File: config.mk
export PLATFORM = sky130hd
export DESIGN_NAME = nibble_serial_adder
export DESIGN_NICKNAME = d
export VERILOG_FILES = /design/src/rtl/nibble_serial_adder.sv
export SDC_FILE = /design/constraint.sdc
export NUM_CORES = 1
export LEC_CHECK = 0
export CAP_MARGIN = 20
export CORE_ASPECT_RATIO = 0.5
export CORE_MARGIN = 4
export CORE_UTILIZATION = 44
export CTS_CLUSTER_DIAMETER = 80
export CTS_CLUSTER_SIZE = 14
export DETAILED_ROUTE_END_ITERATION = 7
export PLACE_DENSITY = 0.66
export SLEW_MARGIN = 15
export SYNTH_ARGS = -nofsm -noshare
export SYNTH_HDL_FRONTEND = slang
export SYNTH_SLANG_ARGS = --single-unit
File: constraint.sdc
create_clock -name clk -period 5.07 [get_ports clk]
set_clock_uncertainty 0.05 [all_clocks]
set_input_delay 0.7605 -clock clk [delete_from_list [all_inputs] [get_ports clk]]
set_output_delay 0.7605 -clock clk [all_outputs]
set_load 0.005 [all_outputs]
File: src/rtl/nibble_serial_adder.sv
// Multi-cycle add/subtract, one nibble per clock LSB first; emits active-low word group generate/propagate.
// Optional ovf output under NIBBLE_ADDER_OVF_EN. Result NIB+1 cycles after accept; holds in DONE until out_ready.
module nibble_serial_adder #(
    parameter  int WIDTH = 16,
    localparam int NIB   = WIDTH / 4
) (
    input  logic             clk,
    input  logic             rst_n,
    input  logic             in_valid,
    output logic             in_ready,
    input  logic [WIDTH-1:0] a,
    input  logic [WIDTH-1:0] b,
    input  logic             cn,
    input  logic             sub,
    output logic             out_valid,
    input  logic             out_ready,
    output logic [WIDTH-1:0] sum,
    output logic             cnx,
    output logic             go_n,
`ifdef NIBBLE_ADDER_OVF_EN
    output logic             po_n,
    output logic             ovf
`else
    output logic             po_n
`endif
);

    localparam int IW = (NIB > 1) ? $clog2(NIB) : 1;

    if ((WIDTH % 4) != 0 || WIDTH < 8) begin : g_width_check
        $error("nibble_serial_adder: WIDTH must be a multiple of 4 and at least 8");
    end

    typedef enum logic [1:0] {IDLE, RUN, DONE} state_t;

    state_t           state, state_nx;
    logic [WIDTH-1:0] a_r, b_r;
    logic             carry;
    logic [IW-1:0]    idx;
    logic             gacc, pacc;

    logic [3:0]       na, nb, g, p, ns;
    logic             nc, ng, np, g_new, p_new, last;

    assign na = a_r[{idx, 2'b00} +: 4];
    assign nb = b_r[{idx, 2'b00} +: 4];
    assign {nc, ns} = {1'b0, na} + {1'b0, nb} + {4'b0000, carry};
    assign g  = na & nb;
    assign p  = na | nb;
    assign ng = g[3] | (p[3] & g[2]) | (p[3] & p[2] & g[1]) | (p[3] & p[2] & p[1] & g[0]);
    assign np = &p;
    // Each new nibble is more significant than everything accumulated so far.
    assign g_new = ng | (np & gacc);
    assign p_new = pacc & np;
    assign last  = (idx == IW'(NIB - 1));

    always_comb begin
        state_nx  = state;
        in_ready  = 1'b0;
        out_valid = 1'b0;
        case (state)
            IDLE: begin
                in_ready = 1'b1;
                if (in_valid) state_nx = RUN;
            end
            RUN: begin
                if (last) state_nx = DONE;
            end
            DONE: begin
                out_valid = 1'b1;
                if (out_ready) state_nx = IDLE;
            end
            default: state_nx = IDLE;
        endcase
    end

    always_ff @(posedge clk) begin
        if (!rst_n) state <= IDLE;
        else        state <= state_nx;
    end

    always_ff @(posedge clk) begin
        if (!rst_n) begin
            a_r   <= '0;
            b_r   <= '0;
            carry <= 1'b0;
            idx   <= '0;
            gacc  <= 1'b0;
            pacc  <= 1'b1;
            sum   <= '0;
            cnx   <= 1'b0;
            go_n  <= 1'b1;
            po_n  <= 1'b1;
        end else begin
            case (state)
                IDLE: begin
                    if (in_valid) begin
                        a_r   <= a;
                        b_r   <= b ^ {WIDTH{sub}};
                        carry <= cn;
                        idx   <= '0;
                        gacc  <= 1'b0;
                        pacc  <= 1'b1;
                        sum   <= '0;
                    end
                end
                RUN: begin
                    sum[{idx, 2'b00} +: 4] <= ns;
                    carry <= nc;
                    gacc  <= g_new;
                    pacc  <= p_new;
                    idx   <= last ? '0 : idx + 1'b1;
                    if (last) begin
                        cnx  <= nc;
                        go_n <= ~g_new;
                        po_n <= ~p_new;
                    end
                end
                default: ;
            endcase
        end
    end

`ifdef NIBBLE_ADDER_OVF_EN
    // Carry into the MSB is recovered from the MSB sum bit and its operand bits.
    always_ff @(posedge clk) begin
        if (!rst_n) begin
            ovf <= 1'b0;
        end else if (state == RUN && last) begin
            ovf <= (na[3] ^ nb[3] ^ ns[3]) ^ nc;
        end
    end
`endif

endmodule

==> flow_summary_export.csv, run 1 <==
group,metric,value,unit
clocking,htree_levels,3,
synthesis,synth_seq_cells,58,
timing,period_needed,2.96,ns
detailed_routing,viasPerCell,5.08,
synthesis,syn_avg_cell_area,9.18,sq um
worst_hold_path,hold_depth,2,
timing,period_share,58.4,%
worst_setup_path,crit_type,"register to register",
timing,setup_viol,0,
worst_hold_path,holdPathEnd,"a_r[8]",
global_route,antenna_found_initial,0,
timing,maxSlewViolCount,0,
worst_setup_path,critPathCaptureType,"register",
synthesis,synth_area_leaders,"dfxtp_1 41%, mux4_2 6.4%, nand2_1 5.6%",
timing,holdWs,0.402,ns
worst_setup_path,cp.arrival,3.13,ns
cells_and_area,antenna_cells,0,
worst_setup_path,crit-reg2reg-launch,"idx[0]",
synthesis,synth_top_area_share,41.3,%
clocking,clockBufferDepth,2,
flow_run,cap_violations,0,
synthesis,yosysWarnings,0,
detailed_routing,dr.first_iter.drc_count,105,
floorplanning,core_area,0.00613,sq mm
worst_hold_path,hp-class,"register to register",
power,cellPowerDensity,360,mW/mm^2
timing,worst_pin_slew,0.979,ns
global_route,grtUsageMet1,22.2,%
floorplanning,initial_utilization,45.8,%
cells_and_area,syn_to_final_growth,34.6,%
clocking,clkTransAtPathRegs,0.05,ns
timing,hold_violations,0,
place,post-dp-hpwl,4610,microns
timing,max_freq,338,MHz
synthesis,ys.flop_type,"dfxtp_1",
synthesis,ys_types,36,
place,port_buffers,58,
floorplanning,die_h,64.5,microns
floorplanning,dieArea,0.00780,sq mm
worst_setup_path,slowest_stage,"dfxtp_1",
global_route,grt_use_met2,28.3,%
worst_setup_path,startpoint,"idx[0]",
cells_and_area,layout-drive-gt1-share,9.34,%
synthesis,netlist_area,0.00281,sq mm
clocking,postCtsSetupBuffers,0,
global_route,grt_max_degree,37,
detailed_routing,drt-total-wl,6300,microns
status,status,"finished clean",
detailed_routing,ant_nets,0,
worst_setup_path,critPathMaxStageDelay,0.90,ns
synthesis,synthesis.nets,358,
global_route,grt.busiest_layer,"met2",
floorplanning,io_pins,59,
global_route,overflow,0,
global_route,grt_pass1_vias,2297,
detailed_routing,routedWlPerCell,13.9,microns
power,vdd_ir_drop_max,0.169,mV
synthesis,synthTopCellsByCount,"58 x dfxtp_1, 42 x nand2_1, 39 x nor2_1, 21 x a21oi_1",
power,leakage,1.41,nW
synthesis,synthArstFlopShare,0,%
timing,tns,0,ns
global_route,met3_usage,5.75,%
clocking,cts.repair.resized,0,
detailed_routing,dr.pass1.iters,5,
clocking,cts-root-buf,"clkbuf_16",
power,finalPower,0.00136,W
worst_hold_path,hp-start,"a_r[8]",
global_route,grt_use_total,17.6,%
clocking,clock-sinks,58,
synthesis,synth_edf_count,0,
cells_and_area,fin_util,61.7,%
clocking,cts_tree,"yes",
cells_and_area,finalNetCount,411,
detailed_routing,vias,2294,
floorplanning,die_w,121,microns
clocking,ctsHoldBuffers,0,
detailed_routing,drc,0,
clocking,numCtsBuffers,9,
place,globalplace.congestion,0.815,
timing,slew_headroom,34.7,%
worst_setup_path,r2r_end,"sum[3]",
worst_setup_path,cp_max_fo,14,
timing,rsz0062_at_grt,"false",
worst_setup_path,r2r_cells,6,
floorplanning,row_count,20,
synthesis,synth-seq-area-share,41.3,%
worst_setup_path,critPathRequiredTime,5.24,ns
clocking,clkLatencyLatePin,0.33,ns
worst_setup_path,startpoint_type,"register",
synthesis,yosysTopAreaCell,"dfxtp_1",
global_route,grt_pass1_wl,10800,microns
worst_setup_path,ff2ff_setup_slack,2.11,ns
synthesis,syn_inst,306,
worst_setup_path,cp_cell_sequence,"mux4_2, fa_1, a211o_1, a21o_1, a32oi_1, nor2_1",
synthesis,synth_most_common_cell,"dfxtp_1",
==> layout by cell type, fill, tap and decap left out, drive strengths merged, types with 3 or more instances in the layout <==
cell	count
nand2	42
nand2b	5
o21ai	3
clkdlybuf4s50	58
mux4	8
dfxtp	58
a21o	5
a22oi	12
a211oi	17
a21oi	21
ha	12
a32oi	4
xnor2	17
nor3	5
nor2b	4
buf	3
nor2	39
clkbuf	12
inv	13
nand3	4
==> sequential cells by signal, indices dropped and copies added (netlist names) <==
signal  flops
go_n        1
a_r        16
state       2
b_r        16
idx         2
sum        16
carry       1
gacc        1
po_n        1
pacc        1
cnx         1
==> through the flow <==
step           cells  setup slack [ns]  instance area [sq um]
2_1_floorplan    306              2.58                   2810
3_3_place_gp     435              2.04                   3410
3_5_place_dp     435              2.00                   3410
4_1_cts          451              1.99                   3750
5_1_grt          452              1.89                   3780
6_report         452              2.11                   3780
==> per-layer routing <==
| layer | vias up | share of wire (%) |
|---|---|---|
| li1 | 1168 | - |
| met4 | 0 | 1.4 |
| met2 | 52 | 47 |
| met3 | 9 | 4.8 |
| met5 | - | 0 |
| met1 | 1065 | 47 |
==> critical path, delay by kind of cell, from the launching register on <==
kind / cells / cell delay (ns)
compound gates: 3 / 0.76
fa+ha+maj: 1 / 0.43
flops: 1 / 0.90
mux: 1 / 0.65
simple gates: 1 / 0.06
==> power by group <==
| part | total (W) | switching [W] | leakage [nW] | internal, W |
|---|---|---|---|---|
| Sequential | 0.000502 | 0.0000202 | 0.475 | 0.000482 |
| Combinational | 0.000189 | 0.0000947 | 0.769 | 0.0000947 |
| Clock | 0.000671 | 0.000203 | 0.165 | 0.000468 |
| Total | 0.00136 | 0.000318 | 1.41 | 0.00105 |
==> cell type report <==
class                           count  area [sq um]
Tap cell                           88           110
Multi-Input combinational cell    215          1500
Clock buffer                       12           267
Inverter                           14          52.6
Timing Repair Buffer               61           623
Clock inverter                      4          72.6
Sequential cell                    58          1160
Fill cell                         540          2350
==> worst max path at each step <==
stage                          to  cells after the start
after floorplan            sum[3]                      7
after global placement      carry                      8
after detailed placement    carry                      8
after CTS                   carry                      8
after global routing      sum[15]                      6
final                      sum[3]                      6
==> kinds of logic (layout without fill, tap and decap cells) <==
| group | count (synthesis) | in the layout | synth area share, % |
|---|---|---|---|
| muxes | 8 | 8 | 6.41 |
| adders and majority gates | 14 | 14 | 6.77 |
| AOI/OAI and AO/OA | 67 | 67 | 16.0 |
| xor gates and xnor gates | 17 | 17 | 5.30 |
| and+or+nand+nor | 109 | 109 | 18.8 |
| buffers and inverters | 33 | 91 | 5.43 |
| DFF | 58 | 58 | 41.3 |
Power figures use the tool's default switching activity.
==> run 2, diff against run 1 <==
--- a/config.mk
+++ b/config.mk
@@ -12,7 +12,7 @@
 export CTS_CLUSTER_DIAMETER = 80
 export CTS_CLUSTER_SIZE = 14
 export DETAILED_ROUTE_END_ITERATION = 7
-export PLACE_DENSITY = 0.66
+export PLACE_DENSITY = 0.69
 export SLEW_MARGIN = 15
 export SYNTH_ARGS = -nofsm -noshare
 export SYNTH_HDL_FRONTEND = slang
==> constraint.sdc (replaced) <==
create_clock -name clk -period 2.5 [get_ports clk]
set_clock_uncertainty 0.05 [all_clocks]
set_input_delay 0.375 -clock clk [delete_from_list [all_inputs] [get_ports clk]]
set_output_delay 0.375 -clock clk [all_outputs]
set_load 0.005 [all_outputs]
==> flow_summary_export.csv, run 2 (same netlist as run 1, synthesis figures left out) <==
group,metric,value,unit
worst_setup_path,crit_type,"register to register",
cells_and_area,fillCellCount,514,
cells_and_area,fin_area,0.00380,sq mm
floorplanning,row_count,20,
global_route,grt_max_degree,53,
detailed_routing,ant_nets,0,
cells_and_area,mostFrequentLayoutCells,"58 x clkdlybuf4s50_1, 57 x dfxtp_1, 42 x nand2_1",
global_route,grt_use_total,18.0,%
clocking,clkTransAtPathRegs,0.05,ns
worst_setup_path,cp_cell_sequence,"mux4_2, fa_1, a211o_1, a21o_4, a32oi_1, nor2_1",
timing,layout_setup_ws,0.0952,ns
clocking,postCtsSetupBuffers,0,
global_route,grt.busiest_layer,"met2",
clocking,cts-root-buf,"clkbuf_16",
worst_hold_path,hp-class,"register to register",
clocking,numCtsBuffers,9,
cells_and_area,regArea,0.00116,sq mm
floorplanning,die_w,121,microns
place,post-dp-hpwl,4760,microns
place,dpl_worst_slack,0.00915,ns
detailed_routing,drc,0,
global_route,met3_usage,5.32,%
worst_setup_path,slowest_stage,"mux4_2",
floorplanning,core_area,0.00613,sq mm
floorplanning,initial_utilization,45.8,%
floorplanning,io_pins,59,
worst_setup_path,critPathMaxStageDelay,0.56,ns
cells_and_area,multiInputGateArea,0.00151,sq mm
detailed_routing,drt-total-wl,6570,microns
detailed_routing,dr.first_iter.drc_count,116,
clocking,cts_tree,"yes",
clocking,clkLatencyLatePin,0.32,ns
flow_run,cap_violations,0,
global_route,grt_pass1_wl,11100,microns
timing,max_freq,416,MHz
floorplanning,dieArea,0.00780,sq mm
timing,worst_pin_slew,0.535,ns
worst_setup_path,path_buf_inv,0,
clocking,clockBufferDepth,2,
status,status,"finished clean",
detailed_routing,dr.pass1.iters,5,
worst_setup_path,cp.arrival,2.55,ns
cells_and_area,finalNetCount,416,
worst_setup_path,cp_max_fo,4,
cells_and_area,largestRegisters,"a_r (16), b_r (16), sum (16)",
detailed_routing,vias,2361,
worst_setup_path,startpoint_type,"register",
worst_setup_path,critPathCaptureType,"register",
worst_setup_path,cp_top_family,"compound AO/OA/AOI/OAI gates",
global_route,antenna_found_initial,0,
cells_and_area,final_common_cell,"clkdlybuf4s50_1",
timing,period_needed,2.40,ns
place,globalplace.congestion,0.896,
timing,hold_violations,0,
timing,maxSlewViolCount,0,
place,place_area,0.00348,sq mm
clocking,htree_levels,3,
timing,holdWs,0.406,ns
cells_and_area,layout-drive-gt1-share,10.8,%
power,leakage,1.42,nW
cells_and_area,layoutNonFillerInstCount,457,
clocking,clock-sinks,58,
worst_setup_path,critPathRequiredTime,2.65,ns
timing,slew_headroom,64.1,%
global_route,grt_use_met2,29.5,%
timing,setup_viol,0,
global_route,grt_pass1_vias,2366,
place,port_buffers,58,
detailed_routing,routedWlPerCell,14.4,microns
cells_and_area,antenna_cells,0,
global_route,grtUsageMet1,22.6,%
power,vdd_ir_drop_max,0.356,mV
place,placedCellCount,441,
cells_and_area,syn_to_final_growth,35.3,%
power,cellPowerDensity,694,mW/mm^2
detailed_routing,viasPerCell,5.17,
global_route,overflow,0,
timing,period_share,96.2,%
floorplanning,die_h,64.5,microns
run 2: cell count changes in the layout (fill, tap and decap cells not counted), moves of 2 or more:
cell,change
buf_4,+4
buf_12,+2
clkbuf_1,+2
clkbuf_8,-2
run 2: metrics by stage:
stage / setup TNS [ns] / util [%] / power [W]
final: 0 / 62.0 / 0.00264
after global routing: -0.0371 / 62.0 / 0.00275
after CTS: 0 / 61.7 / 0.00265
after detailed placement: 0 / 56.8 / 0.00143
after global placement: 0 / 56.8 / 0.00142
after floorplan: 0 / - / 0.00128
run 2: timing repair:
item                                    in CTS  in global routing
hold buffers                                 0                  0
endpoints found under the setup margin       5                  7
gates resized for setup                      1                  4
run 2: area by class of cell:
class,count,share of cell area (%)
well taps,88,2.90
clock buffers,12,6.48
repair buffers,66,17.5
flip-flops and latches,58,30.6
inverters,14,1.38
multi-input cells,215,39.7
clock inverters,4,1.35
run 2: where the power goes:
group          switching [W]  internal (W)  total, W
clock               0.000416      0.000798   0.00121
combinational       0.000210      0.000205  0.000415
sequential         0.0000341      0.000977   0.00101
total               0.000660       0.00198   0.00264
run 2: final timing paths:
| kind | from | end | slack, ns | depth (start not counted) |
|---|---|---|---|---|
| worst max-delay path | idx[0] | sum[3] | 0.1 | 6 |
| worst min-delay path | a_r[0] | a_r[0] | 0.41 | 2 |
| worst max register to register | idx[0] | sum[3] | 0.1 | 6 |
| worst min register to register | a_r[0] | a_r[0] | 0.41 | 2 |
run 2: metal layers:
layer	routed length [microns]	vias to the layer above
li1	-	1174
met1	2940	1117
met2	3230	61
met3	304	9
met4	98	0
met5	0	-
run 2: worst register-to-register path, cell delays in order, from the launching register on:
cell,delay (ns)
dfxtp_4,0.39
mux4_2,0.56
fa_1,0.43
a211o_1,0.35
a21o_4,0.24
a32oi_1,0.21
nor2_1,0.06
==> variant 1 (flow settings as in run 2) <==
The 3 states of `state_t` get a one-hot encoding in 3 bits.
--- a/src/rtl/nibble_serial_adder.sv
+++ b/src/rtl/nibble_serial_adder.sv
@@ -33,3 +33,3 @@
 
-    typedef enum logic [1:0] {IDLE, RUN, DONE} state_t;
+    typedef enum logic [2:0] {IDLE = 3'b001, RUN = 3'b010, DONE = 3'b100} state_t;
 
Check against the original RTL: no difference found for any inputs over 10 cycles, from zero or initial values and one cycle with rst_n low; not proved beyond that.
==> variant 1 against run 2 <==
Sequential cell count rose by 1. Worst setup slack got worse by 14 ps. Design area rose by 8.8%. Total power rose by 6.2%. Wire length rose by 11%. Non-clock buffer count rose by 6. Die area rose by 7.3%. Area after synthesis rose by 8.1%.
==> variant 1: results (changes against run 2) <==
<table>
<tr><th>Metric</th><th>Value</th></tr>
<tr><th colspan="2">Outcome</th></tr>
<tr><td>Outcome</td><td>finished clean</td></tr>
<tr><th colspan="2">Logic synthesis</th></tr>
<tr><td>Sequential area share after synthesis</td><td>0.389 (-0.0242)</td></tr>
<tr><td>Main area contributors after synthesis</td><td>dfxtp_1 (39%), nand2_1 (6.6%), mux4_2 (5.9%)</td></tr>
<tr><td>Post-Synthesis Net Count</td><td>360 (+0.56%)</td></tr>
<tr><td>Commonest cells in the synthesized netlist</td><td>dfxtp_1 (59), nand2_1 (53), a21boi_0 (18), nor2b_1 (18), o211a_1 (17)</td></tr>
<tr><td>Count of distinct cell types in the synthesized netlist</td><td>45 (+25%)</td></tr>
<tr><th colspan="2">Detailed routing</th></tr>
<tr><td>First-pass DRT Iterations</td><td>4 (-1)</td></tr>
<tr><td>Iteration-0 DRC count of the detailed router</td><td>172 (+48%)</td></tr>
<tr><td>Avg Vias per Cell</td><td>5.21 (+0.75%)</td></tr>
<tr><th colspan="2">Worst setup path</th></tr>
<tr><td>Data arrival time at the worst-slack endpoint</td><td>2590 ps (+40 ps)</td></tr>
<tr><td>Worst-path fanout max</td><td>5 (+1)</td></tr>
<tr><td>Timing endpoint of the critical path</td><td>carry</td></tr>
<tr><th colspan="2">Place</th></tr>
<tr><td>Post-detail-place hpwl</td><td>5.50 mm (+16%)</td></tr>
<tr><td>Routability cong.</td><td>0.947 (+5.7%)</td></tr>
<tr><th colspan="2">GRT</th></tr>
<tr><td>Overall track demand over capacity in global routing</td><td>0.181 (+0.00172)</td></tr>
<tr><td>Largest net degree at the start of global routing</td><td>35 (-34%)</td></tr>
<tr><td>Wire length of the first global-routing pass</td><td>11.8 mm (+6.7%)</td></tr>
<tr><td>Routing usage on met3</td><td>0.0689 (+0.0157)</td></tr>
<tr><td>Met2 Track Usage GR</td><td>0.287 (-0.00786)</td></tr>
<tr><th colspan="2">STA</th></tr>
<tr><td>Actual transition at the worst max-transition pin</td><td>632 ps (+97.7 ps)</td></tr>
<tr><th colspan="2">Layout</th></tr>
<tr><td>Fraction of final layout cells with drive strength greater than 1</td><td>0.154 (+0.0459)</td></tr>
<tr><td>Number of nets in the finished design</td><td>423 (+1.7%)</td></tr>
<tr><th colspan="2">Power and ir drop</th></tr>
<tr><td>Pleak</td><td>1.70 nW (+20%)</td></tr>
<tr><td>Peak VDD IR</td><td>0.000365 V (+2.6%)</td></tr>
<tr><th colspan="2">Die</th></tr>
<tr><td>Die outline area</td><td>8370 µm² (+7.3%)</td></tr>
</table>
[variant 1: cell types whose count changed after synthesis, moves of 3 or more]
cell	before	now
a21boi_0	0	18
nor2b_1	4	18
nand3b_1	0	6
o211a_1	0	17
nor3_1	5	2
nor2_1	39	4
a211oi_1	17	1
a21oi_1	21	5
nand2_1	42	53
nand2b_1	4	0
[variant 1: layer usage]
| metal | part of all wire | routed length [µm] |
|---|---|---|
| met3 | 0.073 | 535 |
| met4 | 0.0042 | 31 |
| met2 | 0.47 | 3440 |
| met5 | 0 | 0 |
| met1 | 0.45 | 3300 |
[variant 1: what timing repair did]
item	4_1_cts	5_1_grt
hold buffers	0	0
resized for setup	1	6
pin swaps	0	1
setup buffers	0	5
setup endpoints to repair	2	10
[variant 1: worst min-delay path by stage]
stage,start,end,slack (ps),cells past startpoint
2_1_floorplan,a_r[10],a_r[10],390,2
3_3_place_gp,a_r[3],a_r[3],410,2
3_5_place_dp,a_r[8],a_r[8],410,2
4_1_cts,a_r[8],a_r[8],410,2
5_1_grt,a_r[8],a_r[8],440,2
6_report,a_r[8],a_r[8],410,2
[variant 1: worst max-delay path, cell delays in order (launching register included)]
cell,delay (ps)
dfxtp_4,380
mux4_2,560
fa_2,410
fa_2,370
a21o_1,180
a21oi_2,140
nor2_1,50
o21a_1,170
[variant 1: final cells by class]
type | count | area (µm²)
flip-flops and latches | 59 | 1180
clock buffers | 9 | 225
multi-input cells | 216 | 1730
clock inverters | 7 | 115
inverters | 13 | 48.8
repair buffers | 72 | 718
well taps | 92 | 115
fillers | 573 | 2570
[variant 1: per-stage QoR]
step	power (mW)	instances	hold slack, ps	cell area (µm²)	setup WS (ps)
after floorplan	1.27	308	390	3060	16.2
after global placement	1.40	447	408	3720	95.3
after detailed placement	1.41	447	406	3720	3.58
after CTS	2.81	463	413	4060	41.7
after global routing	2.92	468	440	4130	5.75
final	2.80	468	410	4130	81.5
[variant 1: logic make-up (layout without fill, tap and decap cells)]
family	after synthesis	in the layout	share of synthesized area
AND/OR/NAND/NOR	104	104	0.195
XOR/XNOR	17	17	0.0491
AO/OA/AOI/OAI	73	73	0.190
flip-flops	59	59	0.389
adder cells (fa/ha/maj)	14	14	0.0627
multiplexers	8	8	0.0594
buffers and inverters	33	101	0.0544
[variant 1: power by group]
| part | leakage (nW) | internal, mW | switching, mW |
|---|---|---|---|
| combinational | 1.04 | 0.205 | 0.180 |
| clock | 0.170 | 0.970 | 0.427 |
| sequential | 0.483 | 0.989 | 0.0333 |
| total | 1.70 | 2.16 | 0.640 |
==> variant 2 (flow settings as in run 2) <==
Made on the original files. Set the parameter `WIDTH` to 32 (it was 16).
--- a/src/rtl/nibble_serial_adder.sv
+++ b/src/rtl/nibble_serial_adder.sv
@@ -3,3 +3,3 @@
 module nibble_serial_adder #(
-    parameter  int WIDTH = 16,
+    parameter  int WIDTH = 32,
     localparam int NIB   = WIDTH / 4
Ports: changed (resized a, b and sum); port bits go from 59 to 107. The function was not compared with the original's and may differ.
==> variant 2 against run 2 <==
The flow now finishes with violations (negative setup slack). Worst setup slack worse by 300 ps. Design area grew 86%. Wire length up 92%. Area after synthesis grew 78%. Utilization rose by 1.9 points. Sequential power increased by 82%. Total power is 52% higher. Sequential cell count is 49 higher. Critical endpoint is now sum[1]. Largest cell class unchanged.
==> variant 2: results (changes against run 2) <==
<table>
<tr><th>Metric</th><th>Value</th></tr>
<tr><th colspan="2">Place</th></tr>
<tr><td>Post-detail-place hpwl</td><td>9.03 mm (+90%)</td></tr>
<tr><td>Port Buffer Count</td><td>106 (+83%)</td></tr>
<tr><th colspan="2">Clock network</th></tr>
<tr><td>Latest clock arrival within the worst-skew pair</td><td>350 ps (+30 ps)</td></tr>
<tr><td>Clock-pin transition on the worst setup and hold timing paths</td><td>80 ps (+30 ps)</td></tr>
<tr><th colspan="2">Worst setup path</th></tr>
<tr><td>Timing endpoint of the critical path</td><td>sum[1]</td></tr>
<tr><td>Worst-path fanout max</td><td>5 (+1)</td></tr>
<tr><td>Family with the most delay on the worst path</td><td>adder cells</td></tr>
<tr><td>Register-to-Register Path Depth</td><td>10 (+4)</td></tr>
<tr><td>Data arrival time at the worst-slack endpoint</td><td>2940 ps (+390 ps)</td></tr>
<tr><th colspan="2">Layout</th></tr>
<tr><td>Fraction of final layout cells with drive strength greater than 1</td><td>0.193 (+0.0846)</td></tr>
<tr><td>Number of fill cells in the layout</td><td>920 (+79%)</td></tr>
<tr><td>Number of nets in the finished design</td><td>771 (+85%)</td></tr>
<tr><th colspan="2">Power and ir drop</th></tr>
<tr><td>Internal Dissipation</td><td>2.91 mW (+47%)</td></tr>
<tr><th colspan="2">STA</th></tr>
<tr><td>Number of setup violations in the final report</td><td>25 (+25)</td></tr>
<tr><td>Setup tns final</td><td>-1770 ps (-1770 ps)</td></tr>
<tr><td>Slew Limit Headroom</td><td>0.624 (-0.0171)</td></tr>
<tr><td>Final setup margin</td><td>-207 ps (-302 ps)</td></tr>
<tr><th colspan="2">Outcome</th></tr>
<tr><td>Violations in the final reports</td><td>negative setup slack</td></tr>
<tr><td>Outcome</td><td>finished with violations</td></tr>
<tr><th colspan="2">Logic synthesis</th></tr>
<tr><td>Main area contributors after synthesis</td><td>dfxtp_1 (43%), mux4_2 (7.2%), nand2_1 (6.8%)</td></tr>
<tr><td>Sequential area share after synthesis</td><td>0.428 (+0.0146)</td></tr>
<tr><td>Post-Synthesis Net Count</td><td>639 (+78%)</td></tr>
<tr><th colspan="2">Min path</th></tr>
<tr><td>Endpoint, Worst Hold</td><td>a_r[12]</td></tr>
<tr><td>Beginning of the worst hold path</td><td>a_r[12]</td></tr>
<tr><th colspan="2">Detailed routing</th></tr>
<tr><td>Via Count</td><td>4323 (+83%)</td></tr>
<tr><td>Iteration-0 DRC count of the detailed router</td><td>278 (+140%)</td></tr>
<tr><td>First-pass DRT Iterations</td><td>4 (-1)</td></tr>
<tr><td>Total length of routed wires</td><td>12.6 mm (+92%)</td></tr>
<tr><th colspan="2">GRT</th></tr>
<tr><td>Vias in the first global route</td><td>4099 (+73%)</td></tr>
<tr><td>Met2 Track Usage GR</td><td>0.283 (-0.0120)</td></tr>
<tr><td>Wire length of the first global-routing pass</td><td>20.3 mm (+84%)</td></tr>
<tr><td>Routing usage on met3</td><td>0.0382 (-0.0150)</td></tr>
</table>
variant 2: cell types whose count changed in the layout (fill, tap and decap cells not counted), sizes merged, moves of 16 or more:
cell | before | now
buf | 8 | 58
dfxtp | 58 | 107
nand2 | 42 | 91
clkdlybuf4s50 | 58 | 105
a21oi | 21 | 43
nor2 | 39 | 57
xnor2 | 17 | 33
variant 2: cell families after synthesis:
logic type / after synthesis / share of synthesized area
compound gates: 116 / 0.159
fa+ha+maj: 17 / 0.0455
simple gates: 196 / 0.173
xor+xnor: 33 / 0.0578
buf+inv: 60 / 0.0498
mux: 23 / 0.0873
flops: 107 / 0.428
variant 2: metal layers:
metal | wire length, µm | part of all wire | up-vias
met4 | 202 | 0.016 | 0
met5 | 0 | 0 | -
met1 | 6170 | 0.49 | 2036
met2 | 5700 | 0.45 | 94
met3 | 558 | 0.044 | 14
li1 | - | - | 2179
variant 2: layout make-up:
class,instances,area [µm²],area share
Clock buffer,9,225,0.0319
Sequential cell,107,2150,0.304
Multi-Input combinational cell,385,2770,0.392
Timing Repair Buffer,163,1600,0.227
Tap cell,145,181,0.0257
Clock inverter,7,60.1,0.00850
Inverter,18,78.8,0.0112
variant 2: metrics by stage:
step	utilization	hold WS [ps]	setup WS [ps]	cells	instance area, µm²
2_1_floorplan	-	383	-250	552	5050
4_1_cts	0.625	409	-168	831	6910
3_5_place_dp	0.589	399	-357	808	6510
3_3_place_gp	0.589	392	-278	808	6510
6_report	0.639	407	-207	834	7060
5_1_grt	0.639	422	-284	834	7060
variant 2: repair_timing:
action / in CTS / in global routing
pin swaps: 6 / 12
endpoints found under the setup margin: 28 / 34
gates resized for setup: 11 / 31
setup buffers: 7 / 4
